$ cat src/rtl/control_pipe_pkg.sv
// ctrl_pkg: shared types and constants for the pipelined control unit.
//   ctrl_t       full decoded control word as held in ID/EX (plus illegal flag)
//   mem_ctrl_t   subset carried in EX/MEM
//   wb_ctrl_t    subset carried in MEM/WB
//   mem_state_t  data-memory wait FSM states
package ctrl_pkg;

    localparam logic [6:0] OP_NOP    = 7'b0000000;
    localparam logic [6:0] OP_LOAD   = 7'b0000011;
    localparam logic [6:0] OP_STORE  = 7'b0100011;
    localparam logic [6:0] OP_RTYPE  = 7'b0110011;
    localparam logic [6:0] OP_ITYPE  = 7'b0010011;
    localparam logic [6:0] OP_BRANCH = 7'b1100011;
    localparam logic [6:0] OP_JAL    = 7'b1101111;
    localparam logic [6:0] OP_JALR   = 7'b1100111;
    localparam logic [6:0] OP_LUI    = 7'b0110111;

    localparam logic [1:0] MEMTOREG_ALU = 2'b00;
    localparam logic [1:0] MEMTOREG_MEM = 2'b01;
    localparam logic [1:0] MEMTOREG_PC4 = 2'b10;

    localparam logic [1:0] ALUOP_ADD    = 2'b00;
    localparam logic [1:0] ALUOP_BRANCH = 2'b01;
    localparam logic [1:0] ALUOP_RTYPE  = 2'b10;
    localparam logic [1:0] ALUOP_ITYPE  = 2'b11;

    typedef struct packed {
        logic       alusrc;
        logic       regwrite;
        logic       memread;
        logic       memwrite;
        logic       branch;
        logic       jump;
        logic [1:0] memtoreg;
        logic [1:0] aluop;
        logic       illegal;
    } ctrl_t;

    typedef struct packed {
        logic       regwrite;
        logic       memread;
        logic       memwrite;
        logic [1:0] memtoreg;
    } mem_ctrl_t;

    typedef struct packed {
        logic       regwrite;
        logic [1:0] memtoreg;
    } wb_ctrl_t;

    localparam ctrl_t     CTRL_BUBBLE = '0;
    localparam mem_ctrl_t MEM_BUBBLE  = '0;
    localparam wb_ctrl_t  WB_BUBBLE   = '0;

    typedef enum logic {
        MEM_IDLE = 1'b0,
        MEM_WAIT = 1'b1
    } mem_state_t;

    function automatic mem_ctrl_t to_mem(input ctrl_t c);
        mem_ctrl_t m;
        m.regwrite = c.regwrite;
        m.memread  = c.memread;
        m.memwrite = c.memwrite;
        m.memtoreg = c.memtoreg;
        return m;
    endfunction

    function automatic wb_ctrl_t to_wb(input mem_ctrl_t m);
        wb_ctrl_t w;
        w.regwrite = m.regwrite;
        w.memtoreg = m.memtoreg;
        return w;
    endfunction

endpackage

$ cat src/rtl/control_pipe_if.sv
// control_pipe_if: bundles the ID-stage inputs, stall sources and per-stage
// control outputs of control_pipe.
//   slave  : the control unit (consumes opcode/stalls, drives control bits)
//   master : whatever feeds it (IF/ID, hazard unit, data memory, datapath)
interface control_pipe_if #(
    parameter int ALUOP_W = 2
);
    logic [6:0]         opcode;
    logic               hazard_stall;
    logic               branch_taken;
    logic               mem_ready;

    logic               ex_alusrc;
    logic [ALUOP_W-1:0] ex_aluop;
    logic               ex_branch;
    logic               ex_jump;
    logic               ex_illegal;
    logic               mem_memread;
    logic               mem_memwrite;
    logic               wb_regwrite;
    logic [1:0]         wb_memtoreg;
    logic               pc_write;
    logic               ifid_write;
    logic               ifid_flush;
    logic               mem_busy;
    logic               mem_timeout;

    modport slave (
        input  opcode, hazard_stall, branch_taken, mem_ready,
        output ex_alusrc, ex_aluop, ex_branch, ex_jump, ex_illegal,
               mem_memread, mem_memwrite, wb_regwrite, wb_memtoreg,
               pc_write, ifid_write, ifid_flush, mem_busy, mem_timeout
    );

    modport master (
        output opcode, hazard_stall, branch_taken, mem_ready,
        input  ex_alusrc, ex_aluop, ex_branch, ex_jump, ex_illegal,
               mem_memread, mem_memwrite, wb_regwrite, wb_memtoreg,
               pc_write, ifid_write, ifid_flush, mem_busy, mem_timeout
    );

endinterface

$ cat src/rtl/control_pipe_decode.sv
// control_decode: combinational opcode -> control word.
//   opcode  in   7-bit ID-stage opcode
//   ctrl    out  decoded ctrl_t; unknown opcodes give an all-zero word with illegal=1
// EXT_OPS=0 treats jal/jalr/lui as unknown.
module control_decode
    import ctrl_pkg::*;
#(
    parameter int EXT_OPS = 1
) (
    input  logic [6:0] opcode,
    output ctrl_t      ctrl
);

    localparam bit EXT_EN = (EXT_OPS != 0);

    always_comb begin
        ctrl = CTRL_BUBBLE;
        case (opcode)
            OP_NOP: ctrl = CTRL_BUBBLE;
            OP_LOAD: begin
                ctrl.alusrc   = 1'b1;
                ctrl.regwrite = 1'b1;
                ctrl.memread  = 1'b1;
                ctrl.memtoreg = MEMTOREG_MEM;
                ctrl.aluop    = ALUOP_ADD;
            end
            OP_STORE: begin
                ctrl.alusrc   = 1'b1;
                ctrl.memwrite = 1'b1;
                ctrl.aluop    = ALUOP_ADD;
            end
            OP_RTYPE: begin
                ctrl.regwrite = 1'b1;
                ctrl.aluop    = ALUOP_RTYPE;
            end
            OP_ITYPE: begin
                ctrl.alusrc   = 1'b1;
                ctrl.regwrite = 1'b1;
                ctrl.aluop    = ALUOP_ITYPE;
            end
            OP_BRANCH: begin
                ctrl.branch   = 1'b1;
                ctrl.aluop    = ALUOP_BRANCH;
            end
            OP_JAL: begin
                if (EXT_EN) begin
                    ctrl.regwrite = 1'b1;
                    ctrl.jump     = 1'b1;
                    ctrl.memtoreg = MEMTOREG_PC4;
                end else begin
                    ctrl.illegal  = 1'b1;
                end
            end
            OP_JALR: begin
                if (EXT_EN) begin
                    ctrl.alusrc   = 1'b1;
                    ctrl.regwrite = 1'b1;
                    ctrl.jump     = 1'b1;
                    ctrl.memtoreg = MEMTOREG_PC4;
                end else begin
                    ctrl.illegal  = 1'b1;
                end
            end
            OP_LUI: begin
                if (EXT_EN) begin
                    ctrl.alusrc   = 1'b1;
                    ctrl.regwrite = 1'b1;
                end else begin
                    ctrl.illegal  = 1'b1;
                end
            end
            default: ctrl.illegal = 1'b1;
        endcase
    end

endmodule

$ cat src/rtl/control_pipe.sv
// control_pipe: pipelined RISC-V control unit.
// Decodes the ID opcode and carries the control word through ID/EX, EX/MEM
// and MEM/WB, handling load-use bubbles, branch flush and a data-memory wait
// with timeout.
//   clk, rst_n   clock (rising edge), async active-low reset
//   bus (slave)  opcode, hazard_stall, branch_taken, mem_ready in;
//                ex_*, mem_*, wb_* stage controls, pc_write, ifid_write,
//                ifid_flush, mem_busy, mem_timeout out
//
// Memory FSM:
//   state    | meaning
//   MEM_IDLE | no outstanding access, or a zero-latency one completing now
//   MEM_WAIT | EX/MEM memory op waiting for mem_ready; counter = cycles waited
module control_pipe
    import ctrl_pkg::*;
#(
    parameter int ALUOP_W     = 2,
    parameter int EXT_OPS     = 1,
    parameter int MEM_TIMEOUT = 15
) (
    input  logic          clk,
    input  logic          rst_n,
    control_pipe_if.slave bus
);

    localparam logic [7:0] TIMEOUT_CNT = 8'(MEM_TIMEOUT);

    ctrl_t      id_ctrl;
    ctrl_t      idex_q,  idex_d;
    mem_ctrl_t  exmem_q, exmem_d;
    wb_ctrl_t   memwb_q, memwb_d;
    mem_state_t state_q, state_d;
    logic [7:0] cnt_q,   cnt_d;

    logic mem_op;
    logic timeout_hit;
    logic freeze;
    logic pc_write;
    logic ifid_write;
    logic ifid_flush;

    control_decode #(
        .EXT_OPS (EXT_OPS)
    ) u_decode (
        .opcode (bus.opcode),
        .ctrl   (id_ctrl)
    );

    always_ff @(posedge clk or negedge rst_n) begin
        if (!rst_n) begin
            idex_q  <= CTRL_BUBBLE;
            exmem_q <= MEM_BUBBLE;
            memwb_q <= WB_BUBBLE;
            state_q <= MEM_IDLE;
            cnt_q   <= 8'd0;
        end else begin
            idex_q  <= idex_d;
            exmem_q <= exmem_d;
            memwb_q <= memwb_d;
            state_q <= state_d;
            cnt_q   <= cnt_d;
        end
    end

    always_comb begin
        mem_op      = exmem_q.memread | exmem_q.memwrite;
        timeout_hit = (state_q == MEM_WAIT) & ~bus.mem_ready & (cnt_q == TIMEOUT_CNT);
        freeze      = ((state_q == MEM_IDLE) & mem_op & ~bus.mem_ready)
                    | ((state_q == MEM_WAIT) & ~bus.mem_ready & ~timeout_hit);

        state_d    = state_q;
        cnt_d      = cnt_q;
        idex_d     = idex_q;
        exmem_d    = exmem_q;
        memwb_d    = memwb_q;
        pc_write   = 1'b1;
        ifid_write = 1'b1;
        ifid_flush = 1'b0;

        case (state_q)
            MEM_IDLE: begin
                if (mem_op && !bus.mem_ready) begin
                    state_d = MEM_WAIT;
                    cnt_d   = 8'd1;
                end
            end
            MEM_WAIT: begin
                if (bus.mem_ready || timeout_hit) begin
                    state_d = MEM_IDLE;
                    cnt_d   = 8'd0;
                end else begin
                    cnt_d   = cnt_q + 8'd1;
                end
            end
            default: begin
                state_d = MEM_IDLE;
                cnt_d   = 8'd0;
            end
        endcase

        if (freeze) begin
            // Hold EX and MEM; WB gets a bubble so the waiting access is
            // written back only once, when it completes.
            memwb_d    = WB_BUBBLE;
            pc_write   = 1'b0;
            ifid_write = 1'b0;
        end else begin
            exmem_d = to_mem(idex_q);
            // An abandoned load must not reach the register file.
            memwb_d = timeout_hit ? WB_BUBBLE : to_wb(exmem_q);
            if (bus.branch_taken) begin
                idex_d     = CTRL_BUBBLE;
                ifid_flush = 1'b1;
            end else if (bus.hazard_stall) begin
                idex_d     = CTRL_BUBBLE;
                pc_write   = 1'b0;
                ifid_write = 1'b0;
            end else begin
                idex_d     = id_ctrl;
            end
        end
    end

    assign bus.ex_alusrc    = idex_q.alusrc;
    assign bus.ex_aluop     = ALUOP_W'(idex_q.aluop);
    assign bus.ex_branch    = idex_q.branch;
    assign bus.ex_jump      = idex_q.jump;
    assign bus.ex_illegal   = idex_q.illegal;
    assign bus.mem_memread  = exmem_q.memread;
    assign bus.mem_memwrite = exmem_q.memwrite;
    assign bus.wb_regwrite  = memwb_q.regwrite;
    assign bus.wb_memtoreg  = memwb_q.memtoreg;
    assign bus.pc_write     = pc_write;
    assign bus.ifid_write   = ifid_write;
    assign bus.ifid_flush   = ifid_flush;
    assign bus.mem_busy     = (state_q == MEM_WAIT);
    assign bus.mem_timeout  = timeout_hit;

endmodule
$ cat src/flat_wrapper.sv
// flat-port wrapper written by rule: the top's interface ports become plain ports
module control_pipe_flat import ctrl_pkg::*;
#(
    parameter int ALUOP_W     = 2,
    parameter int EXT_OPS     = 1,
    parameter int MEM_TIMEOUT = 15
)
  (clk, rst_n, bus_opcode, bus_hazard_stall, bus_branch_taken, bus_mem_ready, bus_ex_alusrc, bus_ex_aluop, bus_ex_branch, bus_ex_jump, bus_ex_illegal, bus_mem_memread, bus_mem_memwrite, bus_wb_regwrite, bus_wb_memtoreg, bus_pc_write, bus_ifid_write, bus_ifid_flush, bus_mem_busy, bus_mem_timeout);
  control_pipe_if #(.ALUOP_W(ALUOP_W)) bus_i ();
  input  logic clk;
  input  logic rst_n;
  input wire logic [$bits(bus_i.opcode)-1:0] bus_opcode;
  input wire logic [$bits(bus_i.hazard_stall)-1:0] bus_hazard_stall;
  input wire logic [$bits(bus_i.branch_taken)-1:0] bus_branch_taken;
  input wire logic [$bits(bus_i.mem_ready)-1:0] bus_mem_ready;
  output wire logic [$bits(bus_i.ex_alusrc)-1:0] bus_ex_alusrc;
  output wire logic [$bits(bus_i.ex_aluop)-1:0] bus_ex_aluop;
  output wire logic [$bits(bus_i.ex_branch)-1:0] bus_ex_branch;
  output wire logic [$bits(bus_i.ex_jump)-1:0] bus_ex_jump;
  output wire logic [$bits(bus_i.ex_illegal)-1:0] bus_ex_illegal;
  output wire logic [$bits(bus_i.mem_memread)-1:0] bus_mem_memread;
  output wire logic [$bits(bus_i.mem_memwrite)-1:0] bus_mem_memwrite;
  output wire logic [$bits(bus_i.wb_regwrite)-1:0] bus_wb_regwrite;
  output wire logic [$bits(bus_i.wb_memtoreg)-1:0] bus_wb_memtoreg;
  output wire logic [$bits(bus_i.pc_write)-1:0] bus_pc_write;
  output wire logic [$bits(bus_i.ifid_write)-1:0] bus_ifid_write;
  output wire logic [$bits(bus_i.ifid_flush)-1:0] bus_ifid_flush;
  output wire logic [$bits(bus_i.mem_busy)-1:0] bus_mem_busy;
  output wire logic [$bits(bus_i.mem_timeout)-1:0] bus_mem_timeout;
  assign bus_i.opcode = bus_opcode;
  assign bus_i.hazard_stall = bus_hazard_stall;
  assign bus_i.branch_taken = bus_branch_taken;
  assign bus_i.mem_ready = bus_mem_ready;
  assign bus_ex_alusrc = bus_i.ex_alusrc;
  assign bus_ex_aluop = bus_i.ex_aluop;
  assign bus_ex_branch = bus_i.ex_branch;
  assign bus_ex_jump = bus_i.ex_jump;
  assign bus_ex_illegal = bus_i.ex_illegal;
  assign bus_mem_memread = bus_i.mem_memread;
  assign bus_mem_memwrite = bus_i.mem_memwrite;
  assign bus_wb_regwrite = bus_i.wb_regwrite;
  assign bus_wb_memtoreg = bus_i.wb_memtoreg;
  assign bus_pc_write = bus_i.pc_write;
  assign bus_ifid_write = bus_i.ifid_write;
  assign bus_ifid_flush = bus_i.ifid_flush;
  assign bus_mem_busy = bus_i.mem_busy;
  assign bus_mem_timeout = bus_i.mem_timeout;
  control_pipe #(.ALUOP_W(ALUOP_W), .EXT_OPS(EXT_OPS), .MEM_TIMEOUT(MEM_TIMEOUT)) u_core (.clk(clk), .rst_n(rst_n), .bus(bus_i));
endmodule
$ cat config.mk
export PLATFORM = sky130hd
export DESIGN_NAME = control_pipe_flat
export DESIGN_NICKNAME = d
export VERILOG_FILES = /design/src/rtl/control_pipe_pkg.sv /design/src/rtl/control_pipe_if.sv /design/src/rtl/control_pipe_decode.sv /design/src/rtl/control_pipe.sv /design/src/flat_wrapper.sv
export SDC_FILE = /design/constraint.sdc
export NUM_CORES = 1
export LEC_CHECK = 0
export BUFFER_PORTS_ARGS = -buffer_cell sky130_fd_sc_hd__buf_2
export CAP_MARGIN = 20
export CORE_MARGIN = 5
export CORE_UTILIZATION = 30
export DETAILED_ROUTE_END_ITERATION = 10
export RECOVER_POWER = 50
export SYNTH_ARGS = -nofsm -noshare
export SYNTH_HDL_FRONTEND = slang
export SYNTH_SLANG_ARGS = --single-unit
$ cat constraint.sdc
create_clock -name clk -period 3.31 [get_ports clk]
set_clock_uncertainty 0.15 [all_clocks]
set_input_delay 0.662 -clock clk [delete_from_list [all_inputs] [get_ports clk]]
set_output_delay 0.662 -clock clk [all_outputs]
set_load 0.01 [all_outputs]
-- Word-level counts from Yosys, hierarchy flattened
Index checks and enable logic that the tools add are counted.
- bits in registers: 28
- input bits: 12
- output and inout bits: 16
- word-level logic and storage cells: 70
- add/sub/neg operators: 1
- equal/unequal tests: 10
- mux-type cells: 24
- bitwise logic cells: 10
- reductions and logical operators: 8
- operators by type and width (kind ; number):
    $mux W11 ; 2
    $eq A7 B6 Y1 const B ; 3
    $eq A7 B7 Y1 const B ; 3
    $mux W8 ; 2
    $pmux W8 S2 ; 1
    $mux W1 ; 14
    $reduce_or A9 Y1 ; 1
    $add A8 B1 Y8 const B ; 1
    $eq A8 B4 Y1 const B ; 1
    $eq A7 B2 Y1 const B ; 1
    $eq A7 B5 Y1 const B ; 1
    $logic_not A7 Y1 ; 1
    $mux W3 ; 2
    $pmux W2 S3 ; 1
    $reduce_or A6 Y1 ; 1
    $and A1 B1 Y1 ; 5
    $reduce_or A5 Y1 ; 1
    $pmux W2 S2 ; 1
    $not A1 Y1 ; 3
    $ne A2 B2 Y1 const B ; 1
    $or A1 B1 Y1 ; 2
    $pmux W1 S2 ; 1
    $reduce_or A2 Y1 ; 1
    $logic_and A1 B1 Y1 ; 1
    2 further kinds ; 2

-- Depth between registers and ports, before layout
- depth after elaboration: 7
- depth in mapped cells: 8
- gate-level depth less buffers: 5

-- Hierarchy
A second synthesis with hierarchy kept.
- cells, all modules: 153
- area total of the unflattened synthesis: 1503.9 sq um
- by module, submodules not included (module ; instances ; cells an instance ; area each (sq um) ; seq. area each (sq um)):
    control_pipe ; 1 ; 119 ; 1258.7 ; 700.7
    control_decode ; 1 ; 34 ; 245.2 ; 0.0

-- Worst setup path after synthesis
OpenSTA, ideal clock, no wires.
- path type: reg-to-output
- start: register u_core.cnt_q[0]
- end: output port bus_pc_write
- arrival: 2023 ps
- setup slack: 475 ps
- stages on the path, launching flop included: 9
- cell sequence: dfrtp_1 ha_1 nand4b_1 or4_1 buf_2 o21ai_4 buf_12 a21boi_1 buf_4
- longest elaborated chain between the ends: 6
- RTL lines (element ; RTL line ; source):
    start: declaration ; control_pipe.sv:33 ; logic [7:0] cnt_q, cnt_d;
    start signal: assignment ; control_pipe.sv:61 ; cnt_q <= cnt_d;
    $eq A8 B4 Y1 ; control_pipe.sv:67 ; timeout_hit = (state_q == MEM_WAIT) & ~bus.mem_ready & (cnt_q == TIMEOUT_CNT);
    $and A1 B1 Y1 ; control_pipe.sv:67 ;
    $not A1 Y1 ; control_pipe.sv:69 ; | ((state_q == MEM_WAIT) & ~bus.mem_ready & ~timeout_hit);
    $and A1 B1 Y1 ; control_pipe.sv:69 ;
    $or A1 B1 Y1 ; control_pipe.sv:69 ;
    $mux W1 ; -- ;
    end: declaration ; flat_wrapper.sv:25 ; output wire logic [$bits(bus_i.pc_write)-1:0] bus_pc_write;
No other way between the ends.

-- Final worst setup path
- start: register u_core.cnt_q[0]
- end: output port bus_ifid_write
- longest elaborated chain between the ends: 6
- RTL lines (element ; RTL line ; source):
    $eq A8 B4 Y1 ; control_pipe.sv:67 ;
    $and A1 B1 Y1 ; control_pipe.sv:67 ;
    $not A1 Y1 ; control_pipe.sv:69 ;
    $and A1 B1 Y1 ; control_pipe.sv:69 ;
    $or A1 B1 Y1 ; control_pipe.sv:69 ;
    $mux W1 ; control_pipe.sv:101 ; if (freeze) begin
    end: declaration ; flat_wrapper.sv:26 ; output wire logic [$bits(bus_i.ifid_write)-1:0] bus_ifid_write;
No other way between the ends.

==> out/metrics.cfg <==
[placed_design]
place_ws_ns = 0.7434
place.gp.congestion = 0.7806
hpwl_um = 1995
post_dp_cell_area_um2 = 1498
io_buffers = 27

[grt]
grt_usage_pct = 9.439
grt_overflow_total = 0
grt_start_max_net_pins = 26
grt_pass1_vias = 1008
grt_pass1_wl_um = 4698
antenna_found_initial = 0

[routing]
drc = 0
drtAntennaViolNets = 0
routed-wl-met3_um = 221
top_layer_used = met4
post_drt_wl_per_cell_um = 13.48
wl_met2_um = 1145
vias = 1002
viasPerCell = 5.086
drt-met1-wl_um = 1261
wl_um = 2656
drt_iter0_drc = 55
dr.pass1.iters = 4

[floorplanning]
die-area_um2 = 5980
die_w_um = 77.33
rows = 24
die_h_um = 77.33
coreArea_um2 = 4384
io_pins = 28
start_util_pct = 31.02

[setup_path]
slowest_delay_ns = 0.55
critPathKind = reg -> out
critPathRequiredTime_ns = 2.50
rr_endpoint = u_core.bus.mem_memread$_DFFE_PN0P_
crit_path_cell_trace = ha_1 -> nand4b_1 -> or4_1 -> o21ai_4 -> a21boi_1 -> buf_2
critPathBufInv = 1
cp.arrival_ns = 2.09
critical_path.top_delay_family = simple AND/OR/NAND/NOR gates
critPathMaxFanout = 5
crit_slowest_cell = or4_1
rrSetupSlack_ns = 0.93
rr_worst_depth = 6
r2r-start = u_core.cnt_q[0]$_DFFE_PN0P_
startpoint_type = flip-flop
cp-end-kind = output port

[pwr]
p_total_w = 0.0005387
p_leak_nw = 0.7601
vdd.ir_drop.worst_uv = 188.2
p_per_area_nw_per_um2 = 350.1

[cts]
clockBufferDepth = 2
cts_resized = 0
clock_sinks = 25
cts-root-buf = clkbuf_8
cts_buffers = 3
clkSlewWorstSetupHoldPaths_ns = 0.09
postCtsHoldBufs = 0
clock_latency_ns = 0.27
cts_tree = yes
htree_num_levels = 1
postCtsSetupRepairBufs = 0

[timing]
hold_viol_final = 0
setup_violations = 0
fmax_ghz = 0.3442
rsz0062_at_grt = no
fin_ws_ns = 0.4043
worst_pin_slew_ns = 1.345
period_minus_slack_ns = 2.906
slew_headroom_pct = 10.36
tns_ns = 0
finalCritPeriodShare_pct = 87.79
maxSlewViolCount = 0
worst_hold_slack_ns = 0.3542

[hold_path]
min_to = u_core.bus.wb_memtoreg[1]$_DFF_PN0_
hold_path_class = reg -> reg
hp-start = u_core.exmem_q[1]$_DFFE_PN0P_
holdPathStages = 1

[layout]
drive_gt1_share_pct = 29.66
num-fill-cells = 457
syn_to_final_growth_pct = 13.16
fin_nets = 159
design_area_um2 = 1539
diodes = 0

[yosys]
ys_warn_count = 0
synth_edf_count = 0
synth-seq-cells = 25
synth_cell_type_count = 40
synth_ff_type = dfrtp_1
syn-num-nets = 137
async_reset_ff_share_pct = 100.0
synth_area_um2 = 1360
synthCells = 124
syn_area_per_cell_um2 = 10.97
ys_seq_area_share_pct = 46.00

[run]
maxCapViolations = 0

[status]
status = finished clean

## cells in the mapped netlist, drive strengths merged (2+ instances only)
library cell,number,area (µm²)
a21oi,2,10.01
and2,4,25.02
buf,5,47.54
clkbuf,6,22.52
dfrtp,25,625.6
inv,5,18.77
mux2,14,183.9
nand2,2,7.510
nand4b,3,26.28
nor2,13,48.80
nor2b,2,12.51
nor3,4,20.02
nor4,3,18.77
o2111ai,2,17.52
o211ai,3,22.52
o21ai,5,36.29
or3,2,12.51
xor2,6,52.55
## per-stage QoR
step	utilization (%)	instances
2_1_floorplan	-	124
3_3_place_gp	34.16	193
3_5_place_dp	34.16	193
4_1_cts	35.27	197
5_1_grt	35.10	197
6_report	35.10	197
## layout make-up
type,instances,area [µm²],share of cell area (%)
clock buffers,3,41.29,2.683
inverters,5,18.77,1.220
repair buffers,28,135.1,8.780
well taps,52,65.06,4.228
flip-flops and latches,25,625.6,40.65
clock inverters,1,7.507,0.4878
multi-input cells,83,645.6,41.95
## sequential cells by signal, summed over array words and instances, names as in the netlist
signal	cells
u_core.cnt_q	8
u_core.idex_q	3
u_core.bus.ex_aluop	2
u_core.bus.wb_memtoreg	2
u_core.exmem_q	2
u_core.bus.ex_alusrc	1
u_core.bus.ex_branch	1
u_core.bus.ex_illegal	1
u_core.bus.ex_jump	1
u_core.bus.mem_busy	1
u_core.bus.mem_memread	1
u_core.bus.mem_memwrite	1
u_core.bus.wb_regwrite	1
## metal layers
metal  vias up  global-route usage [%]
met3         6                   3.819
met2        38                   14.90
met4         0                   1.890
li1        481                       -
met5         -                       0
met1       477                   12.26
## report_power, final
group	internal, W	switching, W
Clock	0.0000852	0.0000970
Sequential	0.000309	0.00000279
Combinational	0.0000183	0.0000265
## cell families after synthesis
family                   Yosys count  synth area share (%)
AO/OA/AOI/OAI                     19                 10.58
flip-flops                        25                 46.00
adder cells (fa/ha/maj)            1                0.9198
buffers and inverters             16                 6.531
multiplexers                      14                 13.52
XOR/XNOR                           7                 4.508
AND/OR/NAND/NOR                   42                 17.94
## how the worst max path moves through the flow
stage	depth (start not counted)	slack, ns	endpoint	start
after global routing	6	0.26	bus_ifid_write	u_core.cnt_q[0]$_DFFE_PN0P_
after global placement	6	0.79	bus_ifid_write	u_core.cnt_q[0]$_DFFE_PN0P_
after CTS	6	0.41	bus_ifid_write	u_core.cnt_q[0]$_DFFE_PN0P_
after detailed placement	6	0.74	bus_ifid_write	u_core.cnt_q[0]$_DFFE_PN0P_
after floorplan	8	0.48	bus_pc_write	u_core.cnt_q[0]$_DFFE_PN0P_
final	6	0.40	bus_ifid_write	u_core.cnt_q[0]$_DFFE_PN0P_
## worst reg2reg max path, cell delays in order (launching register included)
cell,delay [ns]
dfrtp_1,0.38
ha_1,0.21
nand4b_1,0.12
or4_1,0.55
o21ai_4,0.21
buf_4,0.27
mux2_2,0.37
## placed cells by master, fill, tap and decap left out, types with 2 or more instances in the layout
cell type / n
clkbuf_1: 6
buf_2: 21
nor3_1: 4
nand4b_1: 3
dfrtp_1: 25
nor2b_1: 2
o21ai_0: 4
mux2_2: 7
xor2_1: 6
clkbuf_8: 3
nor4_1: 3
inv_1: 5
and2_1: 3
mux2_4: 7
or3_1: 2
o2111ai_1: 2
nor2_1: 13
nand2_1: 2
o211ai_1: 3
a21oi_1: 2
(Power assumes the default switching activity.)
